==> config.mk <==
export PLATFORM = sky130hd
export DESIGN_NAME = add_acc
export DESIGN_NICKNAME = d
export VERILOG_FILES = /design/src/rtl/add_pkg.sv /design/src/rtl/add_acc_sat.sv /design/src/rtl/add_acc.sv
export SDC_FILE = /design/constraint.sdc
export NUM_CORES = 1
export LEC_CHECK = 0
export ABC_AREA = 0
export BUFFER_PORTS_ARGS = -buffer_cell sky130_fd_sc_hd__buf_2
export CAP_MARGIN = 15
export CORE_MARGIN = 1.5
export CORE_UTILIZATION = 50
export DETAILED_ROUTE_END_ITERATION = 6
export PLACE_DENSITY = 0.77
export SETUP_SLACK_MARGIN = 0.5
export SLEW_MARGIN = 20
export SYNTH_ARGS = -nofsm -noshare
export SYNTH_HDL_FRONTEND = slang
export SYNTH_HIERARCHICAL = 1
export SYNTH_SLANG_ARGS = --single-unit
==> constraint.sdc <==
create_clock -name clk -period 4.5 [get_ports clk]
set_input_delay 0.9 -clock clk [delete_from_list [all_inputs] [get_ports clk]]
set_output_delay 0.9 -clock clk [all_outputs]
set_load 0.02 [all_outputs]
==> src/rtl/add_pkg.sv <==
// Shared types and helpers for the add_acc streaming accumulator.
// Holds the accumulator FSM encoding, default widths and the widening add.
package add_pkg;

  typedef enum logic [1:0] {IDLE, ACCUM, HOLD} acc_state_e;

  localparam int ADD_DATA_W = 32;
  localparam int ADD_ACC_W  = 40;

  // Adds at 64 bits and reports bit w as the carry out of a w-bit add.
  // Returns {sum, carry}. Both operands must be below 2**w, with w <= 63.
  function automatic logic [64:0] sat_add(input logic [63:0] acc,
                                          input logic [63:0] contrib,
                                          input logic [5:0]  w);
    logic [63:0] s;
    s = acc + contrib;
    return {s, s[w]};
  endfunction

endpackage

==> src/rtl/add_acc_sat.sv <==
// Combinational saturating adder of width ACC_W.
// Clamps to all-ones when the add carries out of ACC_W bits.
module add_acc_sat
  import add_pkg::*;
#(
  parameter int DATA_W = ADD_DATA_W,
  parameter int ACC_W  = ADD_ACC_W
) (
  input  logic [ACC_W-1:0]  acc,
  input  logic [DATA_W:0]   contrib,
  output logic [ACC_W-1:0]  acc_next,
  output logic              sat_hit
);

  logic [64:0] res;

  always_comb begin
    res      = sat_add(64'(acc), 64'(contrib), 6'(ACC_W));
    sat_hit  = res[0];
    acc_next = sat_hit ? '1 : ACC_W'(res[64:1]);
  end

endmodule

==> src/rtl/add_acc.sv <==
// Frame accumulator behind the 32-bit add stage: sums {overflow, sum} beats
// per frame and holds one registered result until the consumer takes it.
//
//   state | meaning
//   IDLE  | waiting for the first beat of a frame
//   ACCUM | frame open, partial sum held between beats
//   HOLD  | frame result presented, input side blocked
module add_acc
  import add_pkg::*;
#(
  parameter int DATA_W  = ADD_DATA_W,
  parameter int ACC_W   = ADD_ACC_W,
  parameter int MAX_LEN = 256,
  localparam int CNT_W  = $clog2(MAX_LEN + 1)
) (
  input  logic              clk,
  input  logic              rst_n,
  input  logic              in_valid,
  output logic              in_ready,
  input  logic [DATA_W-1:0] in_sum,
  input  logic              in_overflow,
  input  logic              in_last,
  output logic              out_valid,
  input  logic              out_ready,
  output logic [ACC_W-1:0]  out_acc,
  output logic [CNT_W-1:0]  out_count,
  output logic              out_ovf_seen,
  output logic              out_sat
);

  acc_state_e state, state_nxt;

  logic [ACC_W-1:0] acc, acc_sum, acc_nxt;
  logic [CNT_W-1:0] cnt, cnt_nxt;
  logic             ovf, sat, ovf_nxt, sat_nxt;
  logic             sat_hit, accept, first, close;
  logic [DATA_W:0]  contrib;

  assign in_ready  = (state != HOLD);
  assign out_valid = (state == HOLD);
  assign accept    = in_valid && in_ready;
  assign first     = (state == IDLE);
  assign contrib   = {in_overflow, in_sum};

  add_acc_sat #(.DATA_W(DATA_W), .ACC_W(ACC_W)) u_sat (
    .acc      (acc),
    .contrib  (contrib),
    .acc_next (acc_sum),
    .sat_hit  (sat_hit)
  );

  // The first beat of a frame restarts the sum and clears both sticky flags.
  always_comb begin
    acc_nxt = first ? ACC_W'(contrib) : acc_sum;
    cnt_nxt = first ? CNT_W'(1) : cnt + CNT_W'(1);
    sat_nxt = first ? 1'b0 : (sat | sat_hit);
    ovf_nxt = (first ? 1'b0 : ovf) | in_overflow;
    close   = in_last || (cnt_nxt == CNT_W'(MAX_LEN));
  end

  always_comb begin
    state_nxt = state;
    case (state)
      IDLE, ACCUM: if (accept) state_nxt = close ? HOLD : ACCUM;
      HOLD:        if (out_ready) state_nxt = IDLE;
      default:     state_nxt = IDLE;
    endcase
  end

  always_ff @(posedge clk or negedge rst_n) begin
    if (!rst_n) state <= IDLE;
    else        state <= state_nxt;
  end

  always_ff @(posedge clk or negedge rst_n) begin
    if (!rst_n) begin
      acc          <= '0;
      cnt          <= '0;
      ovf          <= 1'b0;
      sat          <= 1'b0;
      out_acc      <= '0;
      out_count    <= '0;
      out_ovf_seen <= 1'b0;
      out_sat      <= 1'b0;
    end else if (accept) begin
      acc <= acc_nxt;
      cnt <= cnt_nxt;
      ovf <= ovf_nxt;
      sat <= sat_nxt;
      if (close) begin
        out_acc      <= acc_nxt;
        out_count    <= cnt_nxt;
        out_ovf_seen <= ovf_nxt;
        out_sat      <= sat_nxt;
      end
    end
  end

endmodule

Word level (Yosys, flattened, before mapping)
Cells that the tools add are included.
{"block": "totals", "ff_bits": 104, "latch_bits": 0, "mem_bits_rw": 0, "rom_bits": 0, "out_inout_bits": 53, "wordCells": 34, "memories": 0}
{"block": "classes", "addsub": 2, "mul": 0, "div_mod_pow": 0, "n_lt_le_gt_ge": 0, "n_eq_ne": 6, "shift": 0, "muxes": 9, "n_bitwise": 2, "reduce_logical": 6}
{"cell": "40-bit two-way mux", "count": 2}
{"cell": "40-bit by 33-bit adder with 41-bit output", "count": 1}
{"cell": "9-bit by 1-bit adder with 9-bit output, second input constant", "count": 1}
{"cell": "9-bit == test, second input constant", "count": 1}
{"cell": "9-bit two-way mux", "count": 1}
{"cell": "2-bit two-way mux", "count": 3}
{"cell": "2-bit != test, second input constant", "count": 2}
{"cell": "2-bit one-hot mux with 2 select lines", "count": 1}
{"cell": "2-bit AND reduction", "count": 2}
{"cell": "2-bit by 1-bit == test with 1-bit output, second input constant", "count": 1}
{"cell": "2-bit == test, second input constant", "count": 1}
{"cell": "2-bit zero test", "count": 1}
{"cell": "1-bit two-way mux", "count": 2}
{"cell": "2-bit by 1-bit != test with 1-bit output, second input constant", "count": 1}
{"cell": "1-bit bitwise OR", "count": 2}
{"cell": "2-bit OR reduction", "count": 1}
{"cell": "1-bit logical AND", "count": 1}
{"cell": "1-bit logical OR", "count": 1}

Depth between registers and ports, before layout
Gate-level depths: netlist of run 1.
{"block": "logic_depth", "depth_word": 7, "ltp_mapped": 15, "ltp_nobuf": 13}

Cells and area by module
Netlist of run 1, hierarchy kept.
{"mod": "add_acc", "instances": 1, "cells_per_inst": 457, "area_each_um2": 4593.2, "seq_area_each_um2": 2602.5}
{"mod": "add_acc_sat", "instances": 1, "cells_per_inst": 310, "area_each_um2": 2149.6, "seq_area_each_um2": 0.0}

Worst setup path before layout of run 1
Ideal clock, no wire load.
{"block": "synth_timing", "path_kind": "input port to flip-flop", "from": "input in_sum[0]", "to": "register out_acc[12]", "setup_time_ns": 0.128, "t_arrival_ns": 3.494, "required_ns": 4.372, "slack_ns": 0.879, "path_stages": 14, "path_buffers": 2, "cell_sequence": "ha_1 -> fa_1 -> a211oi_1 -> o211ai_1 -> nand3_1 -> nand3_1 -> a311oi_4 -> or3_4 -> buf_6 -> buf_6 -> nand2_1 -> nand2_1 -> nand2_1 -> mux2_1"}
{"block": "synth_via", "elab_chain_cells": 3}
{"element": "start: declaration", "line": "add_acc.sv:20", "text": "input logic [DATA_W-1:0] in_sum,"}
{"element": "40-bit by 33-bit adder with 41-bit output", "line": "add_pkg.sv:16", "text": "s = acc + contrib;"}
{"element": "40-bit two-way mux", "line": "add_acc_sat.sv:20", "text": "acc_next = sat_hit ? '1 : ACC_W'(res[64:1]);"}
{"element": "via acc_sum[12]", "line": "add_acc.sv:33", "text": "logic [ACC_W-1:0] acc, acc_sum, acc_nxt;"}
{"element": "40-bit two-way mux", "line": "add_acc.sv:54", "text": "acc_nxt = first ? ACC_W'(contrib) : acc_sum;"}
{"element": "end signal: assignment", "line": "add_acc.sv:91", "text": "out_acc <= acc_nxt;"}
{"element": "end: declaration", "line": "add_acc.sv:25", "text": "output logic [ACC_W-1:0] out_acc,"}
The timed path passes the listed nets, and every way through them passes these cells.
A chain may end at the register's enable or synchronous reset.

Worst setup path after layout of run 1
{"block": "layout_timing", "from": "input in_sum[0]", "to": "register out_acc[1]"}
Same word-level chain as after synthesis.

==> results.toml, run 1 <==
[synthesis]
synth-simple-area-share = 0.186
synth_compound_area_frac = 0.215
synthCells = 767
synth_nets = 840
yosysTopAreaCell = "dfrtp_1"
synth_adder_area_share = 0.0661
muxShareOfSynthArea = 0.0596
avgSynthCellArea_sq_um = 8.79
synth-seq-cells = 104
postSynth.asyncResetShare = 1.00
yosys_warnings = 6
ys_types = 67
synth.most_common_cell = "nand2_1"
synth.top_cell.area_share = 0.386
synth_top_flop_cell = "dfrtp_1"
synth_common_cells = "nand2_1, dfrtp_1, o21ai_0"
synth.area.top_cells = "dfrtp_1, nand2_1, ha_1"
ys_seq_area_frac = 0.386
synth-edff-count = 0
synth_top_family_by_area = "compound AO/OA/AOI/OAI gates"
synth_area_sq_um = 6740
synthXorXnorAreaFrac = 0.0455

[sta]
fin_tns_setup_ns = 0
fin_crit_ns = 3.78
rsz0062_at_grt = "false"
slew_viol_final = 0
fmax_mhz = 265
clock_skew_ns = 0.00850
setup_viol = 0
fin_ws_ns = 0.724
worst_pin_slew_ns = 0.884
hold_viol_final = 0
fin_crit_sh = 0.839
max_slew_margin = 0.409

[global_route]
grt_use_met2 = 0.396
grt_antenna_before_repair = 0
grt_use_met3 = 0.0541
overflow = 0
use_met1 = 0.313
grt_usage = 0.236
grt_pass1_wl_um = 27000
grt_pass1_vias = 5587
grt_max_degree = 95
grt.busiest_layer = "met2"

[status]
outcome = "finished clean"

[clock_network]
postCtsSetupBuffers = 0
cts_tree = "yes"
cts_root_buf = "clkbuf_16"
clock_sinks = 104
cts-htree-levels = 3
cts-hold-fix-buffers = 0
cts_resized = 0
clk_pin_slew_ns = 0.07
clk_path_buf_depth = 2
cts_buffers = 9
clk_latency_ns = 0.36

[die]
num_io_pins = 91
dieArea_sq_um = 14200
rows = 42
start_util = 0.511
die_x_um = 119
fp.dieH_um = 119
fp.coreArea_sq_um = 13200

[critical_path]
crit_type = "input port to register"
cp_slowest_cell = "fa_1"
critPathArrivalTime_ns = 4.02
worstRegToRegCells = 12
crit_chain = "buf_2 > ha_1 > fa_1 > a211oi_1 > o211ai_1 > nand3_1 > nand3_1 > a311oi_4 > or3_2 > nand2b_1 > nand2_1 > nand2_1 > mux2_2"
crit_required_ns = 4.74
r2r-start = "acc[0]$_DFFE_PN0P_"
max_stage_delay_ns = 0.43
endpoint_kind = "register"
r2r_end = "out_acc[1]$_DFFE_PN0P_"
worstSetupStartpointType = "input port"
critPathMaxFanout = 15
r2r_slack_ns = 0.97

[drt]
drc = 0
dr.pass1.iters = 5
wire_per_inst_um = 15.9
totalWireLength_um = 16100
vias = 5753
via_per_inst = 5.67
drtAntennaViolNets = 0
drtIter0Drc = 319

[power]
power.density_nw_per_um2 = 648
p_leak_nw = 3.73
ir_drop_mv = 0.362
total_power_mw = 4.90

[placement]
dp_hpwl_um = 11100
gp_congestion = 0.881
place_area_sq_um = 7230
dpl_worst_slack_ns = 0.315
portBuffers = 90

[cells_and_area]
design_area_sq_um = 7550
final_net_count = 907
seq_area_sq_um = 2600
area_growth_pct = 12.0
utilization = 0.573
multiInputGateArea_sq_um = 3870
antennaDiodeCount = 0
drive_above_1_share = 0.169
fillers = 1216

[job]
drv_cap = 0

[hold_path]
min_to = "out_acc[5]$_DFFE_PN0P_"
hp-start = "out_acc[5]$_DFFE_PN0P_"
hold_class = "register to register"
hold-path-cell-count = 1
-- cells in the final DEF, fill, tap and decap left out, drive strengths merged, types with 4 or more instances in the layout --
master   synthesis  final
and3             7      7
or2              5      5
a21oi           36     36
xor2            19     19
or3              3      4
nor3             7      7
ha              34     34
mux2            17     17
buf             20     97
nand2          189    189
a22o             8      8
inv             11     11
nand3           20     20
a211oi           6      6
nor2            27     27
nand4            6      6
o21a             4      4
o2bb2ai         11     11
clkbuf          22     12
dfrtp          104    104
a21o            20     20
nand2b           7      7
o21ai           96     96
mux2i           21     21
a31oi            5      5
xnor2           16     16
and2             7      7
-- worst max path at each step --
| stage | from | endpoint | slack, ns | cells after the start |
|---|---|---|---|---|
| final | in_sum[0] | out_acc[1]$_DFFE_PN0P_ | 0.72 | 13 |
| after global routing | in_sum[0] | out_acc[4]$_DFFE_PN0P_ | 0.58 | 13 |
| after CTS | in_sum[0] | out_acc[7]$_DFFE_PN0P_ | 0.65 | 13 |
| after detailed placement | in_sum[0] | out_acc[7]$_DFFE_PN0P_ | 0.32 | 13 |
| after global placement | in_sum[0] | out_acc[9]$_DFFE_PN0P_ | 0.42 | 13 |
| after floorplan | in_sum[0] | out_acc[12]$_DFFE_PN0P_ | 0.88 | 14 |
-- layer usage --
| layer | up-vias | part of all wire |
|---|---|---|
| met2 | 137 | 0.48 |
| met1 | 2768 | 0.46 |
| met5 | - | 0 |
| met4 | 0 | 0.0097 |
| met3 | 13 | 0.045 |
| li1 | 2835 | - |
-- power breakdown --
group | leakage, nW | total [mW] | internal [mW] | switching, mW
combinational | 2.27 | 2.61 | 1.05 | 1.56
clock | 0.141 | 0.818 | 0.462 | 0.355
sequential | 1.32 | 1.47 | 1.26 | 0.209
-- sequential cells by signal, indices dropped and copies added (netlist names) --
register	cells
cnt	9
acc	40
out_sat	1
sat	1
out_ovf_seen	1
out_count	9
state	2
ovf	1
out_acc	40
-- cell families (layout without fill, tap and decap cells) --
family | after synthesis | count (layout)
muxes | 38 | 38
and+or+nand+nor | 286 | 287
DFF | 104 | 104
adders and majority gates | 35 | 35
AOI/OAI and AO/OA | 216 | 216
buffers and inverters | 53 | 124
xor gates and xnor gates | 35 | 35
-- worst max-delay path, delay by kind of cell --
kind | cells | cell delay, ns
muxes | 1 | 0.26
AOI/OAI and AO/OA | 3 | 1.05
buffers and inverters | 1 | 0.11
adders and majority gates | 2 | 0.63
and+or+nand+nor | 6 | 1.05
-- per-stage QoR --
step | instances | hold WS [ns]
floorplan | 767 | 0.452
CTS | 1013 | 0.485
finish | 1015 | 0.479
global placement | 997 | 0.466
global route | 1015 | 0.508
detailed placement | 997 | 0.470
-- cell type report --
type | count | share of cell area
Clock buffer | 12 | 0.0340
Timing Repair Buffer | 97 | 0.0669
Clock inverter | 4 | 0.00696
Multi-Input combinational cell | 611 | 0.513
Sequential cell | 104 | 0.345
Inverter | 11 | 0.00547
Tap cell | 176 | 0.0292
Note: power is estimated with default switching activity, not from simulation.
==> run 2: changes to the inputs <==
- PLACE_DENSITY: 0.77 -> 0.8
- clock period: 4.5 -> 3.4 ns (I/O delays scaled with it)
==> run 2 against run 1 <==
First-iteration DRC count up 27%; register-to-register slack worse by 0.61 ns; critical endpoint unchanged; wire length up 12%; clock skew grew 0.0023 ns; global-route usage increased by 1.2 points; sequential share of layout area down 3.1 points; die area unchanged; total power rose by 49%; non-clock buffer count is 35 higher.
==> results.toml, run 2 (synthesis gave the netlist of run 1 again) <==
[status]
outcome = "finished clean"

[global_route]
grt_max_degree = 66
grt_pass1_wl_um = 28400
overflow = 0
grt_pass1_vias = 5873
grt_usage = 0.248
grt_antenna_before_repair = 0

[power]
p_leak_nw = 4.01
ir_drop_mv = 0.430
total_power_mw = 7.29
power.density_nw_per_um2 = 877

[critical_path]
crit_required_ns = 3.64
cp_slowest_cell = "dfrtp_1"
crit_type = "register to register"
r2r_slack_ns = 0.36
endpoint_kind = "register"
critPathMaxFanout = 8
cp-startpoint = "acc[0]$_DFFE_PN0P_"
r2r_end = "out_acc[1]$_DFFE_PN0P_"
crit_chain = "ha_4 > fa_2 > a211oi_4 > o211ai_1 > nand3_2 > nand3_4 > a311oi_4 > or3_4 > buf_6 > nand2b_1 > nand2_1 > nand2_2 > mux2_4"
r2r-start = "acc[0]$_DFFE_PN0P_"
critPathArrivalTime_ns = 3.28
worstRegToRegCells = 13
worstSetupStartpointType = "register"
max_stage_delay_ns = 0.41

[drt]
drtAntennaViolNets = 0
via_per_inst = 5.91
drtIter0Drc = 404
drc = 0
vias = 6207
totalWireLength_um = 18000
dr.pass1.iters = 5
wire_per_inst_um = 17.1

[cells_and_area]
layout_commonest_cell = "nand2_1"
reg_top3 = "acc: 40 flops, out_acc: 40 flops"
antennaDiodeCount = 0
final_net_count = 943
stdcell_count = 1051
final_cell_mix = "nand2_1, dfrtp_1, buf_2"
utilization = 0.630
area_growth_pct = 23.2
drive_above_1_share = 0.306

[clock_network]
clk_pin_slew_ns = 0.07
cts_root_buf = "clkbuf_16"
clock_sinks = 104
clk_latency_ns = 0.36
clk_path_buf_depth = 2
cts-htree-levels = 3
cts-hold-fix-buffers = 0
cts_tree = "yes"
cts_buffers = 9

[die]
start_util = 0.511
fp.dieH_um = 119
fp.coreArea_sq_um = 13200
dieArea_sq_um = 14200
rows = 42
die_x_um = 119
num_io_pins = 91

[sta]
max_slew_margin = 0.491
hold_viol_final = 0
clock_skew_ns = 0.0108
rsz0062_at_grt = "true"
worst_hold_slack_ns = 0.401
fmax_mhz = 329
fin_crit_sh = 0.893
worst_pin_slew_ns = 0.763
setup_viol = 0
slew_viol_final = 0
fin_crit_ns = 3.04

[placement]
gp_congestion = 0.930
dpl.cell_count = 1020
portBuffers = 90
dp_hpwl_um = 11700

[hold_path]
hold_class = "input port to async pin"

[job]
drv_cap = 0
[run 2: changes by cell type in the layout (fill, tap and decap cells not counted), moves of 8 or more]
cell	change
nand2_2	+35
nand2_4	+8
buf_4	+24
mux2i_1	-9
o21ai_0	-25
o21ai_1	+19
mux2_4	+16
nand2_1	-43
mux2_1	-10
buf_6	+9
[run 2: worst max-delay path, delay by kind of cell, from the launching register on]
kind | cells | cell delay [ns]
compound gates | 3 | 0.80
simple gates | 6 | 0.76
fa+ha+maj | 2 | 0.54
flops | 1 | 0.41
mux | 1 | 0.25
buf+inv | 1 | 0.16
[run 2: metal layers]
metal | track usage | part of all wire
met3 | 0.0465 | 0.049
met2 | 0.410 | 0.48
met4 | 0.0851 | 0.018
met1 | 0.327 | 0.45
met5 | 0 | 0
[run 2: area by class of cell]
type,instances,area [sq um]
Sequential cell,104,2600
Inverter,11,41.3
Timing Repair Buffer,132,837
Tap cell,176,220
Clock buffer,9,225
Fill cell,1072,4880
Clock inverter,7,48.8
Multi-Input combinational cell,612,4330
[run 2: worst max-delay path by stage]
stage,cells past startpoint,endpoint
5_1_grt,13,acc[30]$_DFFE_PN0P_
2_1_floorplan,14,out_acc[12]$_DFFE_PN0P_
6_report,13,out_acc[1]$_DFFE_PN0P_
3_3_place_gp,14,out_acc[1]$_DFFE_PN0P_
4_1_cts,13,acc[27]$_DFFE_PN0P_
3_5_place_dp,14,out_acc[1]$_DFFE_PN0P_
[run 2: what timing repair did]
item,in CTS,in global routing
gates resized for setup,29,77
gates cloned,1,1
pin swaps,20,30
buffers inserted,8,5
endpoints found under the setup margin,68,87
[run 2: through the flow]
step | setup WS (ns) | area [sq um] | setup TNS, ns
2_1_floorplan | 0.207 | 6860 | 0
3_3_place_gp | -0.0108 | 7530 | -0.0246
3_5_place_dp | -0.106 | 7530 | -2.45
4_1_cts | 0.412 | 7980 | 0
5_1_grt | 0.189 | 8310 | 0
6_report | 0.362 | 8310 | 0
[run 2: where the power goes]
group / switching, mW / total [mW] / internal (mW) / leakage (nW)
combinational: 2.47 / 4.34 / 1.88 / 2.55
clock: 0.483 / 0.980 / 0.497 / 0.135
sequential: 0.300 / 1.97 / 1.67 / 1.32
total: 3.25 / 7.29 / 4.04 / 4.01
==> run 3: changes to the inputs <==
- RECOVER_POWER: unset -> 100
==> run 3 against run 2 <==
Non-clock buffer count is the same; clock power barely moved; total power fell by 2.9%; utilization shrank 1.6 points; critical path type unchanged; maximum frequency shrank 4.7%; clock skew is essentially flat; sequential power about the same.
==> results.toml, run 3 (synthesis gave the netlist of run 1 again) <==
[power]
swShare = 0.450
comb_power_share = 0.583
p_switching_mw = 3.18
clkPwrFrac = 0.139
p_leak_nw = 3.79
seq_power_share = 0.278
ir_drop_mv = 0.416
p_int_mw = 3.89
power.density_nw_per_um2 = 874
total_power_mw = 7.08

[sta]
worst_hold_slack_ns = 0.483
fin_tns_setup_ns = 0
max_slew_margin = 0.0296
fmax_mhz = 314
worst_pin_slew_ns = 1.46
hold_viol_final = 0
slew_viol_final = 0
fin_crit_sh = 0.937
setup_viol = 0
rsz0062_at_grt = "true"
clock_skew_ns = 0.0109
fin_crit_ns = 3.19

[die]
rows = 42
fp.coreArea_sq_um = 13200
die_x_um = 119
fp.dieH_um = 119
dieArea_sq_um = 14200
num_io_pins = 91
start_util = 0.511

[critical_path]
max_stage_delay_ns = 0.61
cp_slowest_cell = "o311ai_0"
worstSetupStartpointType = "register"
crit_required_ns = 3.64
crit_type = "register to register"
critPathMaxFanout = 21
critPathArrivalTime_ns = 3.43
crit_chain = "or2_2 > o311ai_0 > a41oi_1 > nand2b_2 > a22o_1"
endpoint_kind = "register"

[cells_and_area]
antennaDiodeCount = 0
final_cell_mix = "nand2_1, dfrtp_1, o21ai_0"
design_area_sq_um = 8090
area_growth_pct = 20.0
reg_top3 = "acc: 40 flops, out_acc: 40 flops"
final_net_count = 943
drive_above_1_share = 0.215
layout_commonest_cell = "nand2_1"
stdcell_count = 1051

[clock_network]
clk_path_buf_depth = 2
clk_latency_ns = 0.36
cts_tree = "yes"
cts_buffers = 9
clock_sinks = 104
cts_root_buf = "clkbuf_16"
cts-htree-levels = 3
clk_pin_slew_ns = 0.07

[hold_path]
hold_class = "register to register"

[global_route]
overflow = 0
grt_antenna_before_repair = 0
grt_usage = 0.248
grt_max_degree = 66
grt_pass1_wl_um = 28400
grt_pass1_vias = 5873

[placement]
gp_congestion = 0.930
place_area_sq_um = 7530
portBuffers = 90
dpl.cell_count = 1020
dp_hpwl_um = 11700

[drt]
drtAntennaViolNets = 0
totalWireLength_um = 18100
dr.pass1.iters = 6
drtIter0Drc = 371
drc = 0
vias = 6194
wire_per_inst_um = 17.2
via_per_inst = 5.89

[status]
outcome = "finished clean"

[job]
drv_cap = 0
## run 3: stage by stage
stage	setup slack, ns	utilization
3_5_place_dp	-0.106	0.571
4_1_cts	0.412	0.605
2_1_floorplan	0.207	-
5_1_grt	0.127	0.614
6_report	0.214	0.614
3_3_place_gp	-0.0108	0.571
## run 3: area by class of cell
cell class	instances	area (sq um)
clock buffers	9	225
flip-flops and latches	104	2600
repair buffers	132	739
multi-input cells	612	4220
clock inverters	7	48.8
well taps	176	220
fillers	1139	5100
inverters	11	41.3
## run 3: final timing paths
kind                                 startpoint                       end  slack, ns  depth (start not counted)
setup / recovery           state[0]$_DFFE_PN0P_  out_count[3]$_DFFE_PN0P_       0.21                          5
hold / removal               acc[7]$_DFFE_PN0P_        acc[7]$_DFFE_PN0P_       0.48                          2
setup reg to reg           state[0]$_DFFE_PN0P_  out_count[3]$_DFFE_PN0P_       0.21                          5
hold reg to reg              acc[7]$_DFFE_PN0P_        acc[7]$_DFFE_PN0P_       0.48                          2
max in group asynchronous                 rst_n   out_acc[34]$_DFFE_PN0P_       0.84                          2
min in group asynchronous                 rst_n   out_acc[13]$_DFFE_PN0P_       0.67                          1
## run 3: repair_timing
item,in CTS,in global routing
gates resized for setup,29,77
cloned,1,1
setup endpoints to repair,68,87
buffers inserted,8,5
hold buffers,0,0
pin swaps,20,30
## run 3: power by group through the flow
| stage | sequential, mW | combinational (mW) | clock (mW) |
|---|---|---|---|
| after floorplan | 2.18 | 2.53 | 0 |
| after global placement | 1.96 | 3.63 | 0 |
| after detailed placement | 1.97 | 3.71 | 0 |
| after CTS | 1.96 | 3.89 | 0.996 |
| after global routing | 2.02 | 4.52 | 1.04 |
| final | 1.97 | 4.13 | 0.980 |
## run 3: metal layers
layer	GRT usage	share of wire
met1	0.327	0.45
met2	0.410	0.48
met3	0.0465	0.056
met4	0.0851	0.022
met5	0	0
## run 3: worst max-delay path: cells and delay by family, from the launching register on
kind | cells | cell delay [ns]
AOI/OAI and AO/OA | 3 | 1.44
and+or+nand+nor | 2 | 1.13
DFF | 1 | 0.50
